==> config.mk <==
export PLATFORM = sky130hd
export DESIGN_NAME = interval_countdown_timer_flat
export DESIGN_NICKNAME = d
export VERILOG_FILES = /design/src/rtl/interval_countdown_timer_pkg.sv /design/src/rtl/interval_countdown_timer_if.sv /design/src/rtl/interval_countdown_timer_sec_to_mmss.sv /design/src/rtl/interval_countdown_timer.sv /design/src/flat_wrapper.sv
export SDC_FILE = /design/constraint.sdc
export NUM_CORES = 1
export LEC_CHECK = 0
export BUFFER_PORTS_ARGS = -buffer_cell sky130_fd_sc_hd__clkbuf_2
export CORE_ASPECT_RATIO = 2
export CORE_UTILIZATION = 52
export DETAILED_ROUTE_END_ITERATION = 8
export HOLD_SLACK_MARGIN = 0.15
export PLACE_DENSITY_LB_ADDON = 0.15
export SYNTH_ARGS = -nofsm -noshare
export SYNTH_HDL_FRONTEND = slang
export SYNTH_SLANG_ARGS = --single-unit
==> constraint.sdc <==
create_clock -name clk -period 4.5 [get_ports clk]
set_clock_uncertainty 0.2 [all_clocks]
set_input_delay 0.225 -clock clk [delete_from_list [all_inputs] [get_ports clk]]
set_output_delay 0.225 -clock clk [all_outputs]
set_load 0.05 [all_outputs]
==> src/rtl/interval_countdown_timer_pkg.sv <==
// Shared encodings for the interval countdown timer and the workout FSM it feeds.
package interval_countdown_timer_pkg;

  localparam int DUR_W_DEF = 8;

  typedef enum logic [1:0] {
    PH_IDLE    = 2'b00,
    PH_WORKOUT = 2'b01,
    PH_REST    = 2'b10,
    PH_FINISH  = 2'b11
  } phase_e;

  typedef enum logic [1:0] {
    T_IDLE    = 2'b00,
    T_RUN     = 2'b01,
    T_EXPIRED = 2'b10
  } tstate_e;

endpackage

==> src/rtl/interval_countdown_timer_if.sv <==
// Timer control/status bundle between the workout FSM (master) and the timer (slave).
// Optional macro WARN_EN adds the end-of-rest warn pulse.
interface interval_countdown_timer_if
  import interval_countdown_timer_pkg::*;
#(
  parameter int DUR_W = DUR_W_DEF
) ();

  logic             start_timer;
  logic [1:0]       state_in;
  logic [DUR_W-1:0] work_sec;
  logic [DUR_W-1:0] rest_sec;
  logic             time_done;
  logic [DUR_W-1:0] remaining;
  logic [2:0]       disp_min;
  logic [2:0]       disp_sec_tens;
  logic [3:0]       disp_sec_ones;
  tstate_e          tstate;
`ifdef WARN_EN
  logic             warn;
`endif

  // Inputs are level signals sampled every clk; time_done and warn are single-cycle pulses.
  modport master (
    output start_timer, state_in, work_sec, rest_sec,
    input  time_done, remaining, disp_min, disp_sec_tens, disp_sec_ones, tstate
`ifdef WARN_EN
    , input warn
`endif
  );

  modport slave (
    input  start_timer, state_in, work_sec, rest_sec,
    output time_done, remaining, disp_min, disp_sec_tens, disp_sec_ones, tstate
`ifdef WARN_EN
    , output warn
`endif
  );

endinterface

==> src/rtl/interval_countdown_timer_sec_to_mmss.sv <==
// Combinational split of a seconds count into minutes, tens of seconds and ones of seconds.
module sec_to_mmss #(
  parameter int DUR_W = 8
) (
  input  logic [DUR_W-1:0] sec,
  output logic [2:0]       min,
  output logic [2:0]       tens,
  output logic [3:0]       ones
);

  logic [DUR_W-1:0] sec_in_min;

  assign min        = 3'(sec / DUR_W'(60));
  assign sec_in_min = sec % DUR_W'(60);
  assign tens       = 3'(sec_in_min / DUR_W'(10));
  assign ones       = 4'(sec_in_min % DUR_W'(10));

endmodule

==> src/rtl/interval_countdown_timer.sv <==
// Interval countdown timer: reloads on phase change, ticks once per second, pulses time_done.
// Optional macro WARN_EN adds a warn pulse on the last three seconds of a rest phase.
module interval_countdown_timer
  import interval_countdown_timer_pkg::*;
#(
  parameter int TICK_DIV = 1,
  parameter int DUR_W    = DUR_W_DEF
) (
  input  logic                       clk,
  input  logic                       reset,
  interval_countdown_timer_if.slave  bus
);

  localparam int PW = (TICK_DIV > 1) ? $clog2(TICK_DIV) : 1;
  localparam logic [PW-1:0] PRE_LAST = PW'(TICK_DIV - 1);

  tstate_e          tstate, tstate_d;
  logic [1:0]       phase_q;
  logic [PW-1:0]    prescaler, prescaler_d;
  logic [DUR_W-1:0] remaining, remaining_d, selected;
  logic             time_done, time_done_d;
  logic             go_idle, load, tick;
  logic [2:0]       min_w, tens_w, disp_min, disp_tens;
  logic [3:0]       ones_w, disp_ones;
`ifdef WARN_EN
  logic             warn, warn_d;
`endif

  // Any non-running phase or a dropped enable wins over load; load wins over tick.
  assign go_idle  = !bus.start_timer || (bus.state_in == PH_IDLE) || (bus.state_in == PH_FINISH);
  assign load     = !go_idle && ((bus.state_in != phase_q) || (tstate == T_IDLE));
  assign selected = (bus.state_in == PH_REST) ? bus.rest_sec : bus.work_sec;
  assign tick     = (tstate == T_RUN) && (prescaler == PRE_LAST);

  always_ff @(posedge clk) begin
    if (reset) tstate <= T_IDLE;
    else       tstate <= tstate_d;
  end

  always_comb begin
    tstate_d = tstate;
    if (go_idle)                                          tstate_d = T_IDLE;
    else if (load)                                        tstate_d = (selected == '0) ? T_EXPIRED : T_RUN;
    else if (tick && (remaining <= DUR_W'(1)))            tstate_d = T_EXPIRED;
  end

  always_comb begin
    remaining_d = remaining;
    time_done_d = 1'b0;
    prescaler_d = '0;
`ifdef WARN_EN
    warn_d      = 1'b0;
`endif
    if (go_idle) begin
      remaining_d = '0;
    end else if (load) begin
      // A zero duration expires straight away rather than sitting in T_RUN.
      remaining_d = selected;
      time_done_d = (selected == '0);
    end else if (tick) begin
      if (remaining > DUR_W'(1)) begin
        remaining_d = remaining - DUR_W'(1);
`ifdef WARN_EN
        warn_d = (bus.state_in == PH_REST) && (remaining <= DUR_W'(4));
`endif
      end else begin
        remaining_d = '0;
        time_done_d = 1'b1;
      end
    end else if (tstate == T_RUN) begin
      prescaler_d = prescaler + PW'(1);
    end
  end

  sec_to_mmss #(.DUR_W(DUR_W)) u_mmss (
    .sec  (remaining),
    .min  (min_w),
    .tens (tens_w),
    .ones (ones_w)
  );

  always_ff @(posedge clk) begin
    if (reset) begin
      phase_q   <= PH_IDLE;
      prescaler <= '0;
      remaining <= '0;
      time_done <= 1'b0;
      disp_min  <= '0;
      disp_tens <= '0;
      disp_ones <= '0;
`ifdef WARN_EN
      warn      <= 1'b0;
`endif
    end else begin
      phase_q   <= bus.state_in;
      prescaler <= prescaler_d;
      remaining <= remaining_d;
      time_done <= time_done_d;
      disp_min  <= min_w;
      disp_tens <= tens_w;
      disp_ones <= ones_w;
`ifdef WARN_EN
      warn      <= warn_d;
`endif
    end
  end

  assign bus.time_done     = time_done;
  assign bus.remaining     = remaining;
  assign bus.disp_min      = disp_min;
  assign bus.disp_sec_tens = disp_tens;
  assign bus.disp_sec_ones = disp_ones;
  assign bus.tstate        = tstate;
`ifdef WARN_EN
  assign bus.warn          = warn;
`endif

endmodule

==> src/flat_wrapper.sv <==
// flat-port wrapper written by rule: the top's interface ports become plain ports
module interval_countdown_timer_flat import interval_countdown_timer_pkg::*;
#(
  parameter int TICK_DIV = 1,
  parameter int DUR_W    = DUR_W_DEF
)
  (clk, reset, bus_start_timer, bus_state_in, bus_work_sec, bus_rest_sec, bus_time_done, bus_remaining, bus_disp_min, bus_disp_sec_tens, bus_disp_sec_ones, bus_tstate);
  interval_countdown_timer_if #(.DUR_W(DUR_W)) bus_i ();
  input  logic clk;
  input  logic reset;
  input wire logic [$bits(bus_i.start_timer)-1:0] bus_start_timer;
  input wire logic [$bits(bus_i.state_in)-1:0] bus_state_in;
  input wire logic [$bits(bus_i.work_sec)-1:0] bus_work_sec;
  input wire logic [$bits(bus_i.rest_sec)-1:0] bus_rest_sec;
  output wire logic [$bits(bus_i.time_done)-1:0] bus_time_done;
  output wire logic [$bits(bus_i.remaining)-1:0] bus_remaining;
  output wire logic [$bits(bus_i.disp_min)-1:0] bus_disp_min;
  output wire logic [$bits(bus_i.disp_sec_tens)-1:0] bus_disp_sec_tens;
  output wire logic [$bits(bus_i.disp_sec_ones)-1:0] bus_disp_sec_ones;
  output wire logic [$bits(bus_i.tstate)-1:0] bus_tstate;
  assign bus_i.start_timer = bus_start_timer;
  assign bus_i.state_in = bus_state_in;
  assign bus_i.work_sec = bus_work_sec;
  assign bus_i.rest_sec = bus_rest_sec;
  assign bus_time_done = bus_i.time_done;
  assign bus_remaining = bus_i.remaining;
  assign bus_disp_min = bus_i.disp_min;
  assign bus_disp_sec_tens = bus_i.disp_sec_tens;
  assign bus_disp_sec_ones = bus_i.disp_sec_ones;
  assign bus_tstate = bus_i.tstate;
  interval_countdown_timer #(.TICK_DIV(TICK_DIV), .DUR_W(DUR_W)) u_core (.clk(clk), .reset(reset), .bus(bus_i));
endmodule
Word level (Yosys, flattened, before mapping)
Cells that the tools add are included.
{"block": "totals", "romBits": 0, "output_inout_bits": 21, "mem_bits_rw": 0, "latchBits": 0, "regBits": 24, "memories": 0}
{"block": "op_classes", "n_lt_le_gt_ge": 2, "n_mux": 10, "n_mul": 0, "bitwise": 2, "addsub": 2, "shifts": 0, "n_div": 4, "n_eq_ne": 4, "n_reduce_logical": 15}
{"op": "8-bit two-way mux", "n": 4}
{"op": "8-bit by 4-bit divider with 8-bit output (second input constant)", "n": 1}
{"op": "8-bit by 6-bit divider with 8-bit output (second input constant)", "n": 1}
{"op": "8-bit by 1-bit greater-than comparator with 1-bit output (second input constant)", "n": 1}
{"op": "8-bit by 1-bit <= comparator with 1-bit output (second input constant)", "n": 1}
{"op": "8-bit logical NOT", "n": 1}
{"op": "8-bit by 4-bit modulo with 8-bit output (second input constant)", "n": 1}
{"op": "8-bit by 6-bit modulo with 8-bit output (second input constant)", "n": 1}
{"op": "8-bit by 1-bit subtractor with 8-bit output (second input constant)", "n": 1}
{"op": "2-bit two-way mux", "n": 3}
{"op": "5-bit OR reduction", "n": 1}
{"op": "2-bit == test (second input constant)", "n": 2}
{"op": "2-bit logical NOT", "n": 2}
{"op": "2-bit nonzero test", "n": 2}
{"op": "1-bit logical AND", "n": 3}
{"op": "1-bit logical OR", "n": 3}
{"op": "1-bit two-way mux", "n": 3}
{"op": "2-bit by 1-bit == test with 1-bit output (second input constant)", "n": 1}
{"op": "1-bit logical NOT", "n": 2}
{"op": "2-bit != test", "n": 1}
{"op": "1-bit inverter", "n": 2}
{"op": "2-bit OR reduction", "n": 1}
{"op": "1-bit adder (second input constant)", "n": 1}

Depth between registers and ports, before layout
{"block": "depth", "word_depth": 6, "mapped_depth": 9}

Modules after synthesis
From an unflattened synthesis, not the netlist that was laid out.
{"block": "hier_totals", "cells_unflattened": 215, "hier_area_um2": 1798.0}
{"mod": "interval_countdown_timer", "cells_per_inst": 124, "area_each_um2": 1186.1, "n_inst": 1}
{"mod": "sec_to_mmss", "cells_per_inst": 91, "area_each_um2": 611.8, "n_inst": 1}

Worst setup path before layout
Ideal clock, no wire load.
{"block": "synth_timing", "path_type": "reg-to-reg", "from": "register u_core.tstate[0], in the netlist u_core.bus.tstate[0]", "to": "register u_core.remaining[5], in the netlist u_core.bus.remaining[5]", "arrival_ns": 2.173, "required_ns": 4.221, "setup_slack_ns": 2.047, "path_stages_with_launch": 8, "path_buffers": 1, "setup_time_ns": 0.079, "path_cell_list": "dfxtp_1 -> or3b_1 -> buf_2 -> or3_4 -> or3_4 -> nor3_2 -> a21oi_1 -> a211oi_2"}
{"block": "synth_via", "elab_chain_cells": 4}
{"item": "start, declared", "line_no": "interval_countdown_timer.sv:17", "source": "tstate_e tstate, tstate_d;"}
{"item": "start signal, assigned", "line_no": "interval_countdown_timer.sv:37", "source": "else tstate <= tstate_d;"}
{"item": "2-bit logical NOT", "line_no": "interval_countdown_timer.sv:31", "source": "assign load = !go_idle && ((bus.state_in != phase_q) || (tstate == T_IDLE));"}
{"item": "1-bit logical OR", "line_no": "interval_countdown_timer.sv:31"}
{"item": "1-bit logical AND", "line_no": "interval_countdown_timer.sv:31"}
{"item": "8-bit two-way mux or 2-bit nonzero test (tied branches)"}
{"item": "end signal, assigned", "line_no": "interval_countdown_timer.sv:97", "source": "remaining <= remaining_d;"}
{"item": "end, declared", "line_no": "interval_countdown_timer.sv:20", "source": "logic [DUR_W-1:0] remaining, remaining_d, selected;"}
Several ways; a longest one is shown, not always the timed one.
A chain may end at the register's enable or synchronous reset.

Worst setup path in the final report
{"block": "layout_timing", "from": "register u_core.remaining[7], in the netlist u_core.bus.remaining[7]", "to": "register u_core.disp_ones[1], in the netlist u_core.bus.disp_sec_ones[1]"}
{"block": "layout_via", "elab_chain_cells": 2}
{"item": "8-bit by 6-bit modulo with 8-bit output", "line_no": "interval_countdown_timer_sec_to_mmss.sv:14", "source": "assign sec_in_min = sec % DUR_W'(60);"}
{"item": "8-bit by 4-bit modulo with 8-bit output", "line_no": "interval_countdown_timer_sec_to_mmss.sv:16", "source": "assign ones = 4'(sec_in_min % DUR_W'(10));"}
{"item": "end signal, assigned", "line_no": "interval_countdown_timer.sv:101", "source": "disp_ones <= ones_w;"}
{"item": "end, declared", "line_no": "interval_countdown_timer.sv:24", "source": "logic [3:0] ones_w, disp_ones;"}
Every way passes these cells.

==> reports/qor.yml <==
fp.dieW_microns: 43.5
cp_slowest_cell: "dfxtp_1"
switching_power_w: 0.000153
start_util_pct: 55.4
power_frac_comb_pct: 20.8
yosys_warnings: 0
fin_crit_sh_pct: 63.3
grt_pass1_vias: 1839
routed_wl_microns: 4770
finalSetupTns_ps: 0
hold_viol_final: 0
synth.avg_cell_area_sq_um: 7.91
powerDensity_mw_per_mm2: 249
syn_area_sq_mm: 0.00179
drt_iter0_drc: 43
cts_htree_levels: 1
drive_gt1_share_pct: 21.3
max_slew.worst_pin.slew_ps: 987
status: "finished with violations"
grtUsageMet1_pct: 25.5
wire_per_inst_microns: 16.0
async_reset_ff_share_pct: 0
io_buffers: 41
min_path_type: "in -> reg"
clock.fmax_mhz: 351
grt_pass1_wl_microns: 8020
hold_buffers: 14
dp.cells: 280
area_delta_synth_final_pct: 20.8
antenna_found_initial: 0
ant_nets: 0
yosys_register_bits: 24
leakage_nw: 0.832
gp_congestion: 0.829
path_cells: "nor2b_1, nor2_1, o311ai_0, o211ai_4, a211o_1, o211ai_1"
cts_sinks: 24
ir_drop_uv: 219
utilization_pct: 66.9
dr_total_vias: 1883
critPathKind: "reg -> reg"
grt_max_degree: 26
clock_latency_ps: 280
grt-ovfl-total: 0
cp-end-kind: "flip-flop"
crit_required_ps: 4500
synth-edff-count: 0
cts_resized: 0
dieHeight_microns: 84.9
cp_top_family: "compound AO/OA/AOI/OAI gates"
stdcell_count: 298
violations: "design-rule violations"
io_pins: 42
first_pass_iters: 6
busiest_layer: "met2"
path_clk_slew_ps: 90
dp_hpwl_microns: 3420
met2_usage_pct: 55.0
rsz0062_at_grt: "no"
clock_power_share_pct: 36.4
fillers: 292
num_antenna_cells: 0
switching_share_pct: 28.4
yosysSeqAreaShare_pct: 26.9
seqPwrFrac_pct: 42.8
grt_use_met3_pct: 3.40
grt_use_total_pct: 28.1
slew_headroom_pct: 34.1
synth_fp_nets: 251
fin_nets: 293
worst-path-buf-inv: 0
cts-root-buf: "clkbuf_8"
cpPeakStageDelay_ps: 850
rows: 29
cts_buffer_depth: 2
synth_cell_type_count: 57
cts_tree: "done"
remaining_drc_errors: 4
core_sq_mm: 0.00323
cts_buffers: 3
drv_cap: 0
internal-power_w: 0.000385
finalCriticalPeriod_ps: 2850
dieArea_sq_mm: 0.00369
start_kind: "flip-flop"
critPathMaxFanout: 25
vias_per_cell: 6.32
ys.flop_type: "dfxtp_1"
cts_setup_buffers: 0
setup_viol: 0
syn_inst: 226
drv_slew: 0
crit_arrival_ps: 2850
[synth_stat cells (all sizes together) (2+ instances only)]
cell     n  area, sq um
dfxtp   24          480
nor2    19         71.3
o21ai    9         45.0
nand2   10         37.5
nor3    14         75.1
nor3b    3         22.5
and3     2         12.5
o32ai    2         17.5
buf     11         68.8
nand3    4         20.0
nor2b   11         68.8
or3      4         35.0
ha       4         50.1
a211oi   9         72.6
a31oi    6         37.5
nand2b   7         46.3
or2      2         12.5
or3b     2         17.5
a21oi   12         60.1
a21o     2         15.0
o21bai   2         15.0
xnor2    6         52.6
clkbuf   8         30.0
nand3b   4         30.0
xor2     4         35.0
o311ai   2         17.5
o211ai   2         28.8
mux2i    8         80.1
o22ai    5         31.3
a221oi   2         17.5
inv      6         22.5
nor4     4         25.0
[sequential cells by signal, summed over array words and instances, names as in the netlist]
| name | flops |
|---|---|
| u_core.prescaler | 1 |
| u_core.bus.disp_min | 3 |
| u_core.bus.time_done | 1 |
| u_core.bus.remaining | 8 |
| u_core.phase_q | 2 |
| u_core.bus.tstate | 2 |
| u_core.bus.disp_sec_tens | 3 |
| u_core.bus.disp_sec_ones | 4 |
[cells by family after synthesis]
kind of cell | share of synthesized area (%)
buffers and inverters | 6.79
AO/OA/AOI/OAI | 25.4
XOR/XNOR | 4.90
AND/OR/NAND/NOR | 27.9
flip-flops | 26.9
adder cells (fa/ha/maj) | 2.80
multiplexers | 5.11
other | 0.210
[final cells by class]
| type | instances | area, sq um | area share, % |
|---|---|---|---|
| multi-input combinational | 177 | 1190 | 55.3 |
| sequential | 24 | 480 | 22.2 |
| timing repair buffer | 56 | 353 | 16.3 |
| clock buffer | 3 | 41.3 | 1.91 |
| tap | 31 | 38.8 | 1.80 |
| clock inverter | 1 | 30.0 | 1.39 |
| inverter | 6 | 22.5 | 1.04 |
[layout by cell type, fill, tap and decap left out, types with 4 or more instances in the layout]
master / netlist / routed
a211oi_1: 8 / 8
o22ai_1: 5 / 5
nand3b_1: 4 / 4
nor4_1: 4 / 4
dfxtp_1: 24 / 24
nor2b_1: 11 / 11
clkbuf_2: 0 / 41
xor2_1: 4 / 4
o21ai_0: 9 / 9
nand3_1: 4 / 4
xnor2_1: 6 / 6
a31oi_1: 6 / 6
nor3_1: 13 / 13
inv_1: 6 / 6
mux2i_1: 8 / 8
a21oi_1: 12 / 12
nor2_1: 19 / 19
dlygate4sd3_1: 0 / 14
nand2b_1: 6 / 6
ha_1: 4 / 4
nand2_1: 10 / 10
[power by group through the flow]
stage	sequential, W	combinational [W]	clock [W]
after CTS	0.000230	0.000111	0.000197
after global routing	0.000232	0.000121	0.000209
after global placement	0.000235	0.0000991	0
after detailed placement	0.000235	0.0000997	0
after floorplan	0.000243	0.0000635	0
final	0.000230	0.000112	0.000196
[routing by layer]
metal,vias to the layer above,share of wire [%]
li1,914,-
met4,0,3.8
met2,51,58
met3,17,3.1
met1,901,35
met5,-,0
[path summary, 6_finish.rpt]
kind / from / end / slack [ps] / depth (start not counted)
hold reg to reg: u_core.bus.tstate[0]$_SDFFE_PP0P_ / u_core.bus.tstate[0]$_SDFFE_PP0P_ / 360 / 2
setup reg to reg: u_core.bus.remaining[7]$_SDFFE_PP0P_ / u_core.bus.disp_sec_ones[1]$_SDFF_PP0_ / 1650 / 6
setup / recovery: u_core.bus.remaining[7]$_SDFFE_PP0P_ / u_core.bus.disp_sec_ones[1]$_SDFF_PP0_ / 1650 / 6
hold / removal: bus_work_sec[2] / u_core.bus.remaining[2]$_SDFFE_PP0P_ / 160 / 5
[metrics by stage]
step	total power [W]	worst slack, ps	hold WS, ps	cell area (sq um)
detailed placement	0.000335	1670	309	1950
global placement	0.000334	1740	309	1950
global route	0.000562	1390	173	2160
CTS	0.000538	1660	164	2160
floorplan	0.000306	2050	153	1790
finish	0.000538	1650	160	2160
[worst reg2reg max path, stage by stage, from the launching register on]
cell      delay, ps
dfxtp_1         850
nor2b_1         490
nor2_1           90
o311ai_0        570
o211ai_4        200
a211o_1         290
o211ai_1        100
No activity file was read; power rests on OpenSTA's default activity.
